--- src/rtl/io_port_bank.sv ---
// Multi-port IN/OUT controller with a synchronised, maskable, fixed-priority interrupt front end.
// One access per two cycles; requests arriving while BUSY are dropped.
module io_port_bank #(
  parameter int DATA_W      = 8,
  parameter int NUM_IN      = 4,
  parameter int NUM_OUT     = 4,
  parameter int NUM_IRQ     = 4,
  parameter int SYNC_STAGES = 2,
  parameter int PSEL_W      = 4,
  parameter int IRQ_W       = 4
) (
  input  logic                      i_clk,
  input  logic                      i_reset,
  input  logic                      i_io_read,
  input  logic                      i_io_write,
  input  logic [PSEL_W-1:0]         i_port_sel,
  input  logic [DATA_W-1:0]         i_write_data,
  output logic [DATA_W-1:0]         o_read_data,
  output logic                      o_rd_valid,
  input  logic [NUM_IN*DATA_W-1:0]  i_in_ports,
  output logic [NUM_OUT*DATA_W-1:0] o_out_ports,
  output logic [NUM_OUT-1:0]        o_out_strobe,
  output logic                      o_port_err,
  output logic                      o_io_busy,
  output logic                      o_io_ready,
  input  logic [NUM_IRQ-1:0]        i_intr_in,
  input  logic [NUM_IRQ-1:0]        i_irq_mask,
  input  logic                      i_intr_ack,
  output logic                      o_intr_signal,
  output logic [IRQ_W-1:0]          o_intr_id,
  output logic [NUM_IRQ-1:0]        o_irq_pending
);

  typedef enum logic {S_IDLE = 1'b0, S_BUSY = 1'b1} state_t;

  state_t                     r_state;
  state_t                     w_state_nxt;
  logic                       w_accept;
  logic                       w_rd_legal;
  logic                       w_wr_legal;
  logic [DATA_W-1:0]          w_rd_mux;

  logic [DATA_W-1:0]          r_read_data;
  logic                       r_rd_valid;
  logic [NUM_OUT*DATA_W-1:0]  r_out_ports;
  logic [NUM_OUT-1:0]         r_out_strobe;
  logic                       r_port_err;

  logic [NUM_IRQ-1:0]         r_sync [SYNC_STAGES];
  logic [NUM_IRQ-1:0]         r_prev;
  logic [NUM_IRQ-1:0]         r_pending;
  logic [NUM_IRQ-1:0]         w_rise;
  logic [NUM_IRQ-1:0]         w_active;
  logic [NUM_IRQ-1:0]         w_first;
  logic [NUM_IRQ-1:0]         w_clr;
  logic [IRQ_W-1:0]           w_id;

  always_ff @(posedge i_clk) begin
    if (i_reset) r_state <= S_IDLE;
    else         r_state <= w_state_nxt;
  end

  always_comb begin
    w_state_nxt = r_state;
    w_accept    = 1'b0;
    o_io_ready  = 1'b0;
    o_io_busy   = 1'b0;
    case (r_state)
      S_IDLE: begin
        o_io_ready = 1'b1;
        if (i_io_read || i_io_write) begin
          w_accept    = 1'b1;
          w_state_nxt = S_BUSY;
        end
      end
      S_BUSY: begin
        o_io_busy   = 1'b1;
        w_state_nxt = S_IDLE;
      end
      default: w_state_nxt = S_IDLE;
    endcase
  end

  assign w_rd_legal = int'(i_port_sel) < NUM_IN;
  assign w_wr_legal = int'(i_port_sel) < NUM_OUT;

  // Mux yields zero for an out-of-range select, which is exactly the illegal-read result.
  always_comb begin
    w_rd_mux = '0;
    for (int i = 0; i < NUM_IN; i++) begin
      if (int'(i_port_sel) == i) w_rd_mux = i_in_ports[i*DATA_W +: DATA_W];
    end
  end

  always_ff @(posedge i_clk) begin
    if (i_reset) begin
      r_read_data  <= '0;
      r_rd_valid   <= 1'b0;
      r_out_ports  <= '0;
      r_out_strobe <= '0;
      r_port_err   <= 1'b0;
    end else begin
      r_rd_valid   <= 1'b0;
      r_out_strobe <= '0;
      r_port_err   <= 1'b0;
      if (w_accept) begin
        if (i_io_read) begin
          // A simultaneous write is dropped in favour of the read and flagged.
          r_read_data <= w_rd_mux;
          r_rd_valid  <= 1'b1;
          r_port_err  <= !w_rd_legal || i_io_write;
        end else if (w_wr_legal) begin
          for (int i = 0; i < NUM_OUT; i++) begin
            if (int'(i_port_sel) == i) begin
              r_out_ports[i*DATA_W +: DATA_W] <= i_write_data;
              r_out_strobe[i]                 <= 1'b1;
            end
          end
        end else begin
          r_port_err <= 1'b1;
        end
      end
    end
  end

  assign o_read_data  = r_read_data;
  assign o_rd_valid   = r_rd_valid;
  assign o_out_ports  = r_out_ports;
  assign o_out_strobe = r_out_strobe;
  assign o_port_err   = r_port_err;

  assign w_rise   = r_sync[SYNC_STAGES-1] & ~r_prev;
  assign w_active = r_pending & ~i_irq_mask;

  // Descending scan so the lowest active index is the last one written.
  always_comb begin
    w_id    = '0;
    w_first = '0;
    for (int i = NUM_IRQ - 1; i >= 0; i--) begin
      if (w_active[i]) begin
        w_id       = IRQ_W'(i);
        w_first    = '0;
        w_first[i] = 1'b1;
      end
    end
  end

  assign w_clr = i_intr_ack ? w_first : '0;

  always_ff @(posedge i_clk) begin
    if (i_reset) begin
      for (int s = 0; s < SYNC_STAGES; s++) r_sync[s] <= '0;
      r_prev    <= '0;
      r_pending <= '0;
    end else begin
      r_sync[0] <= i_intr_in;
      for (int s = 1; s < SYNC_STAGES; s++) r_sync[s] <= r_sync[s-1];
      r_prev    <= r_sync[SYNC_STAGES-1];
      // A fresh edge outranks an acknowledge on the same line.
      r_pending <= (r_pending & ~w_clr) | w_rise;
    end
  end

  assign o_intr_signal = |w_active;
  assign o_intr_id     = w_id;
  assign o_irq_pending = r_pending;

endmodule

--- config.mk ---
export PLATFORM = sky130hd
export DESIGN_NAME = io_port_bank
export DESIGN_NICKNAME = d
export VERILOG_FILES = /design/src/rtl/io_port_bank.sv
export SDC_FILE = /design/constraint.sdc
export NUM_CORES = 1
export LEC_CHECK = 0
export CAP_MARGIN = 20
export CORE_AREA = 3 3 66 99
export DETAILED_ROUTE_END_ITERATION = 8
export DIE_AREA = 0 0 69 102
export PLACE_DENSITY = 0.9
export SYNTH_ARGS = -nofsm -noshare
export SYNTH_HDL_FRONTEND = slang
export SYNTH_SLANG_ARGS = --single-unit
export TNS_END_PERCENT = 100
--- constraint.sdc ---
create_clock -name i_clk -period 2.2 [get_ports i_clk]
set_clock_uncertainty 0.1 [all_clocks]
set_input_delay 0.33 -clock i_clk [delete_from_list [all_inputs] [get_ports i_clk]]
set_output_delay 0.33 -clock i_clk [all_outputs]
set_load 0.02 [all_outputs]
==> results of run 1 <==
==> path summary, 6_finish.rpt <==
path | from | end | slack (ps) | cells after the start
setup / recovery | i_irq_mask[3] | o_intr_id[0] | 260 | 5
hold / removal | r_sync[0][3] | r_sync[0][7] | 340 | 1
setup reg to reg | r_state | o_out_ports[2] | 590 | 4
hold reg to reg | r_sync[0][3] | r_sync[0][7] | 340 | 1
==> cells in the mapped netlist, drive strengths merged <==
cell type  instances
and4b              1
nor3              14
a211oi             1
clkbuf            10
conb               1
o21ai              5
nor2b             15
a221oi            12
a21oi              6
dfxtp             63
nor3b              1
mux4               2
a22oi              2
nor2              46
nand2b            13
o31ai              2
nand3              3
inv               10
nand4b             2
nor4               1
mux2i             32
and3               1
buf                9
and2               1
nand4              1
nand2              2
nor4b              1
==> registers in the layout (all words and copies together), names as in the netlist <==
register	cells
o_port_err	1
o_out_ports	32
r_prev	4
o_irq_pending	4
o_rd_valid	1
o_read_data	8
o_out_strobe	4
r_sync	8
r_state	1
==> layout make-up <==
class | count | area share (%)
Inverter | 10 | 0.9569
Sequential cell | 63 | 32.15
Clock inverter | 3 | 1.659
Tap cell | 72 | 2.297
Timing Repair Buffer | 120 | 30.33
Clock buffer | 12 | 4.211
Multi-Input combinational cell | 166 | 28.39
==> what timing repair did <==
item,4_1_cts,5_1_grt
hold buffers,0,0
gates resized for setup,1,2
setup endpoints to repair,1,2
cloned,0,0
==> where the power goes <==
part           switching (mW)  internal, mW  total [mW]
sequential             0.0154          1.17        1.19
clock                   0.414         0.722        1.14
combinational           0.153         0.189       0.341
==> metrics by stage <==
step	util (%)	setup TNS, ps	instance area (µm²)
finish	67.80	0	3923
global route	67.80	0	3923
CTS	67.71	0	3918
detailed placement	63.75	-11.67	3689
global placement	63.75	0	3689
floorplan	-	0	2510
==> per-layer routing <==
metal / track usage (%) / up-vias / share of wire [%] / wire, µm
li1: - / 1099 / - / -
met1: 19.96 / 1014 / 38 / 2532
met2: 35.07 / 89 / 53 / 3524
met3: 6.890 / 14 / 7.6 / 507
met4: 8.872 / 0 / 2.2 / 145
met5: 0 / - / 0 / 0
==> cell families after synthesis <==
| family | share of synthesized area, % |
|---|---|
| mux | 14.58 |
| flops | 50.32 |
| simple gates | 21.67 |
| buf+inv | 5.392 |
| compound gates | 7.888 |
| other cells | 0.1496 |
==> critical path: cells and delay by family <==
kind / cells / cell delay [ps]
simple gates: 1 / 150
buf+inv: 2 / 760
compound gates: 2 / 280
==> metrics.md, run 1 <==
| Metric | Value |
|---|---|
| Final #Nets | 427 |
| CP arrival | 1510 ps |
| Multi-input logic area | 0.001114 mm² |
| Cell Area, Synth | 0.002506 mm² |
| Yosys top cell by area | dfxtp_1 |
| Avg WL per Cell | 15.04 µm |
| Cell count after synthesis | 257 |
| Drt via density | 4.969 |
| Fin. Hold Viols | 0 |
| Gr ovfl total | 0 |
| Register area | 0.001261 mm² |
| RSZ-0062 raised after global routing | no |
| WS Path Type | primary input to primary output |
| Max_cap viols | 0 |
| Count of final max-slew check failures | 0 |
| Slowest-stage cell, CP | clkdlybuf4s50_1 |
| Tcrit/Tclk final | 88.13% |
| Crit-path max FO | 2 |
| DP HPWL | 4.986 mm |
| Non-filler cells, final | 446 |
| Clk buf depth | 2 |
| Clock root cell | clkbuf_8 |
| Die Span Y | 102 µm |
| H-tree levels | 3 |
| Placer congestion estimate | 0.7863 |
| Drt drc | 0 |
| Static Leakage | 1.748 nW |
| Area grow syn2layout | 56.52% |
| Row count | 34 |
| Diode count | 0 |
| Number of global-route vias before repair | 2268 |
| CP peak stage delay | 410 ps |
| Pwr dens | 679.1 mW/mm² |
| Final setup viols | 0 |
| Cell Count Post-Placement | 431 |
| Netlist cell types | 30 |
| Boundary Pins | 114 |
| Via count | 2216 |
| CP Launch Type | primary input |
| Status | finished, final reports clean |
| Tmin final | 1939 ps |
| Hold WS | 340.5 ps |
| Number of CTS-inserted buffers | 9 |
| First-pass GRT wire length | 10.74 mm |
| Buffers inserted by post-CTS timing repair | 0 |
| Pin count of the biggest net entering global routing | 35 |
| Final worst slack | 261.2 ps |
| Commonest non-fill, non-tap cells in the layout | clkdlybuf4s50_1, dfxtp_1, nor2_1, mux2i_1, nor2b_1 |
| Commonest non-fill, non-tap cell in the layout | clkdlybuf4s50_1 |
| Synth top area cells | dfxtp_1, mux2i_1, nor2_1 |
| Mean area per synthesized cell | 9.752 µm² |
| Synth top area share | 50.32% |
| Sequential share of the synthesized area | 50.32% |
| Slew of the pin with the lowest slew margin | 545.0 ps |
| Core area | 0.005786 mm² |
| Total power | 2.664 mW |
| Die X | 69 µm |
| Peak VDD IR | 0.4963 mV |
| CTS tree | built |
| PortBufs | 111 |
| Crit end category | primary output |
| Required time of the critical path | 1770 ps |
| Rel. slew slack | 63.67% |
| Clock Sink Count | 63 |
| Fmax | 0.5158 GHz |
| Synth warn | 0 |
| DRT iter0 DRCs | 147 |
| Die ar. | 0.007038 mm² |
| Worst-skew pair later-pin latency | 330 ps |
| Share of post-route cells with drive strength above 1 | 8.289% |
| Clk pin slew, worst setup/hold paths | 60 ps |
| Drt pass-1 iters | 5 |
| Register bit total from synthesis | 63 |
| Routed wire length | 6.710 mm |
| Routed Antenna Nets | 0 |
| Hold Path Class | flip-flop to flip-flop |
| Fill count | 456 |
| Initial core utilization | 43.32% |
| Crit-path cells | clkdlybuf4s50_1 > nor2b_1 > o21ai_0 > a21oi_1 > dlygate4sd2_1 |
| Initial antenna violation count | 0 |
| Worst slack at placement | -11.67 ps |
| GRT Total Usage | 19.34% |
(Power assumes the default switching activity.)
==> run 2, diff against run 1 <==
- CORE_AREA: 3 3 66 99 -> 3 3 84 78
- DIE_AREA: 0 0 69 102 -> 0 0 87 81
- PLACE_DENSITY: 0.9 -> 0.91
- clock period: 2.2 -> 2.4 ns (I/O delays scaled with it)
==> run 2 against run 1 <==
Die area increased by 0.13%; sequential share of layout area increased by 0.24 points; flip-flop and latch count did not move; critical path type unchanged; combinational power is 8.8% lower; highest routed layer unchanged; critical path depth unchanged.
==> metrics.md, run 2 (synthesis results as in run 1) <==
| Metric | Value |
|---|---|
| Reg2reg end | o_out_ports[1] |
| Placer congestion estimate | 0.7967 (+1.3%) |
| Final #Nets | 425 (-0.47%) |
| Clk buf depth | 2 (unchanged) |
| Drt via density | 5.007 (+0.77%) |
| Drt drc | 0 (unchanged) |
| Fmax | 0.4405 GHz |
| Clk pwr share | 40.2% (-2.5 points) |
| Pwr dens | 600.1 mW/mm² (-12%) |
| Number of CTS-inserted buffers | 9 (unchanged) |
| Sw Ratio | 23.87% (+2.0 points) |
| Diode count | 0 (unchanged) |
| Final setup viols | 0 (unchanged) |
| Critical Path Stages | 5 (unchanged) |
| Crit path max-delay family | buffers and inverters |
| Required time of the critical path | 1940 ps (+170 ps) |
| Max_cap viols | 0 (unchanged) |
| WS Path Type | primary input to primary output |
| CP Launch Type | primary input |
| Die ar. | 0.007047 mm² (+0.13%) |
| Boundary Pins | 114 (unchanged) |
| Count of final max-slew check failures | 0 (unchanged) |
| Row count | 26 (-24%) |
| Clk pin slew, worst setup/hold paths | 70 ps (about the same) |
| Number of flip-flops in the largest register | 32 (unchanged) |
| Most used cell, CP | clkdlybuf4s50_1 |
| Clock root cell | clkbuf_8 |
| Clock Sink Count | 63 (unchanged) |
| Commonest non-fill, non-tap cells in the layout | clkdlybuf4s50_1, dfxtp_1, nor2_1, mux2i_1, nor2b_1 |
| Avg WL per Cell | 14.89 µm (-1.0%) |
| Gr ovfl total | 0 (unchanged) |
| Hold Path Class | primary input to flip-flop |
| Tmin final | 2270 ps |
| DP HPWL | 4.823 mm (-3.3%) |
| Core area | 0.005693 mm² (-1.6%) |
| Fin. Hold Viols | 0 (unchanged) |
| Initial antenna violation count | 0 (unchanged) |
| Register area | 0.001261 mm² (unchanged) |
| Crit end category | primary output |
| Post-route setup TNS | 0 ps (unchanged) |
| Tcrit/Tclk final | 94.58% |
| Number of global-route vias before repair | 2220 (-2.1%) |
| Worst-case reg-to-reg path depth | 4 (unchanged) |
| Reg-to-Reg Start | r_state |
| Slowest-stage cell, CP | clkdlybuf4s50_1 |
| Logic pwr share | 13.3% (+0.5 points) |
| CP bufs+invs | 2 (unchanged) |
| Status | finished, final reports clean |
| Static Leakage | 1.710 nW (-2.2%) |
| Share of post-route cells with drive strength above 1 | 8.043% (-0.25 points) |
| DRT iter0 DRCs | 87 (-41%) |
| Initial core utilization | 44.02% (+0.70 points) |
| Worst Setup SP | i_irq_mask[0] |
| Total power | 2.337 mW (-12%) |
| First-pass GRT wire length | 10.70 mm (-0.45%) |
| R2r setup slk | 810 ps (+220 ps) |
| Die X | 87 µm (+26%) |
| PortBufs | 111 (unchanged) |
| Power share of the sequential group | 46.5% (+2.0 points) |
| CTS tree | built |
| Crit-path cells | clkdlybuf4s50_1 > nand2b_1 > nand2_1 > nor2_1 > clkdlybuf4s50_1 |
| End of the critical path | o_intr_id[1] |
| GRT Total Usage | 19.83% (+0.49 points) |
| Buffers inserted by post-CTS timing repair | 0 (unchanged) |
| Worst-skew pair later-pin latency | 330 ps (about the same) |
| H-tree levels | 3 (unchanged) |
| Commonest non-fill, non-tap cell in the layout | clkdlybuf4s50_1 |
| CP peak stage delay | 610 ps (+200 ps) |
| Net Switching | 0.5578 mW (-4.2%) |
| CP arrival | 1810 ps (+300 ps) |
| Int Power | 1.779 mW (-15%) |
| Cell Count Post-Placement | 427 (-0.93%) |
| Multi-input logic area | 0.001114 mm² (unchanged) |
| Pin count of the biggest net entering global routing | 49 (+40%) |
| Routed wire length | 6.597 mm (-1.7%) |
| Hold WS | 310.0 ps (-30.42 ps) |
| RSZ-0062 raised after global routing | no |
| Routed Antenna Nets | 0 (unchanged) |
| Via count | 2218 (+0.090%) |
| Peak VDD IR | 0.4321 mV (-13%) |
| Die Span Y | 81 µm (-21%) |
| Non-filler cells, final | 443 (-0.67%) |
| Fill count | 415 (-9.0%) |
| Area grow syn2layout | 55.37% |
| Drt pass-1 iters | 4 (-1) |
| Crit-path max FO | 3 (+1) |
[run 2: worst min-delay path by stage]
stage | from | end | depth (start not counted)
finish | i_reset | o_rd_valid | 2
global route | i_reset | o_rd_valid | 2
CTS | i_reset | o_rd_valid | 2
detailed placement | r_sync[0][3] | r_sync[0][7] | 1
global placement | r_sync[0][1] | r_sync[0][5] | 1
floorplan | r_sync[0][0] | r_sync[0][4] | 1
[run 2: worst reg2reg max path, stage by stage (launching register included)]
cell	delay [ps]
dfxtp_1	390
nor3b_4	360
nand3_2	330
mux2i_1	250
nor2_1	50
[run 2: area by class of cell]
class	count	area share [%]
multi-input cells	166	28.60
clock buffers	11	3.888
clock inverters	5	1.446
well taps	70	2.249
repair buffers	118	30.46
inverters	10	0.9640
flip-flops and latches	63	32.39
[run 2: what timing repair did]
action | in CTS | in global routing
hold buffers | 0 | 0
gates resized for setup | 0 | 1
setup endpoints to repair | 0 | 1
[run 2: metrics by stage]
step	setup WS (ps)	utilization (%)	instance area, µm²
3_5_place_dp	138.7	64.70	3684
4_1_cts	110.9	68.35	3891
5_1_grt	53.37	68.40	3894
2_1_floorplan	869.6	-	2510
3_3_place_gp	191.3	64.70	3684
6_report	130.0	68.40	3894
[run 2: power groups by stage]
| stage | sequential (mW) | combinational, mW | clock (mW) |
|---|---|---|---|
| 6_report | 1.09 | 0.311 | 0.939 |
| 2_1_floorplan | 1.13 | 0.118 | 0 |
| 3_5_place_dp | 1.11 | 0.310 | 0 |
| 3_3_place_gp | 1.11 | 0.303 | 0 |
| 5_1_grt | 1.09 | 0.336 | 1.01 |
| 4_1_cts | 1.09 | 0.312 | 0.968 |
[run 2: layer usage]
metal	track usage, %	share of wire [%]	up-vias	wire length (µm)
met5	0	0	-	0
met4	7.009	0.71	0	47
met3	7.809	7.8	6	516
met2	34.98	52	77	3414
met1	21.55	40	1042	2618
li1	-	-	1093	-
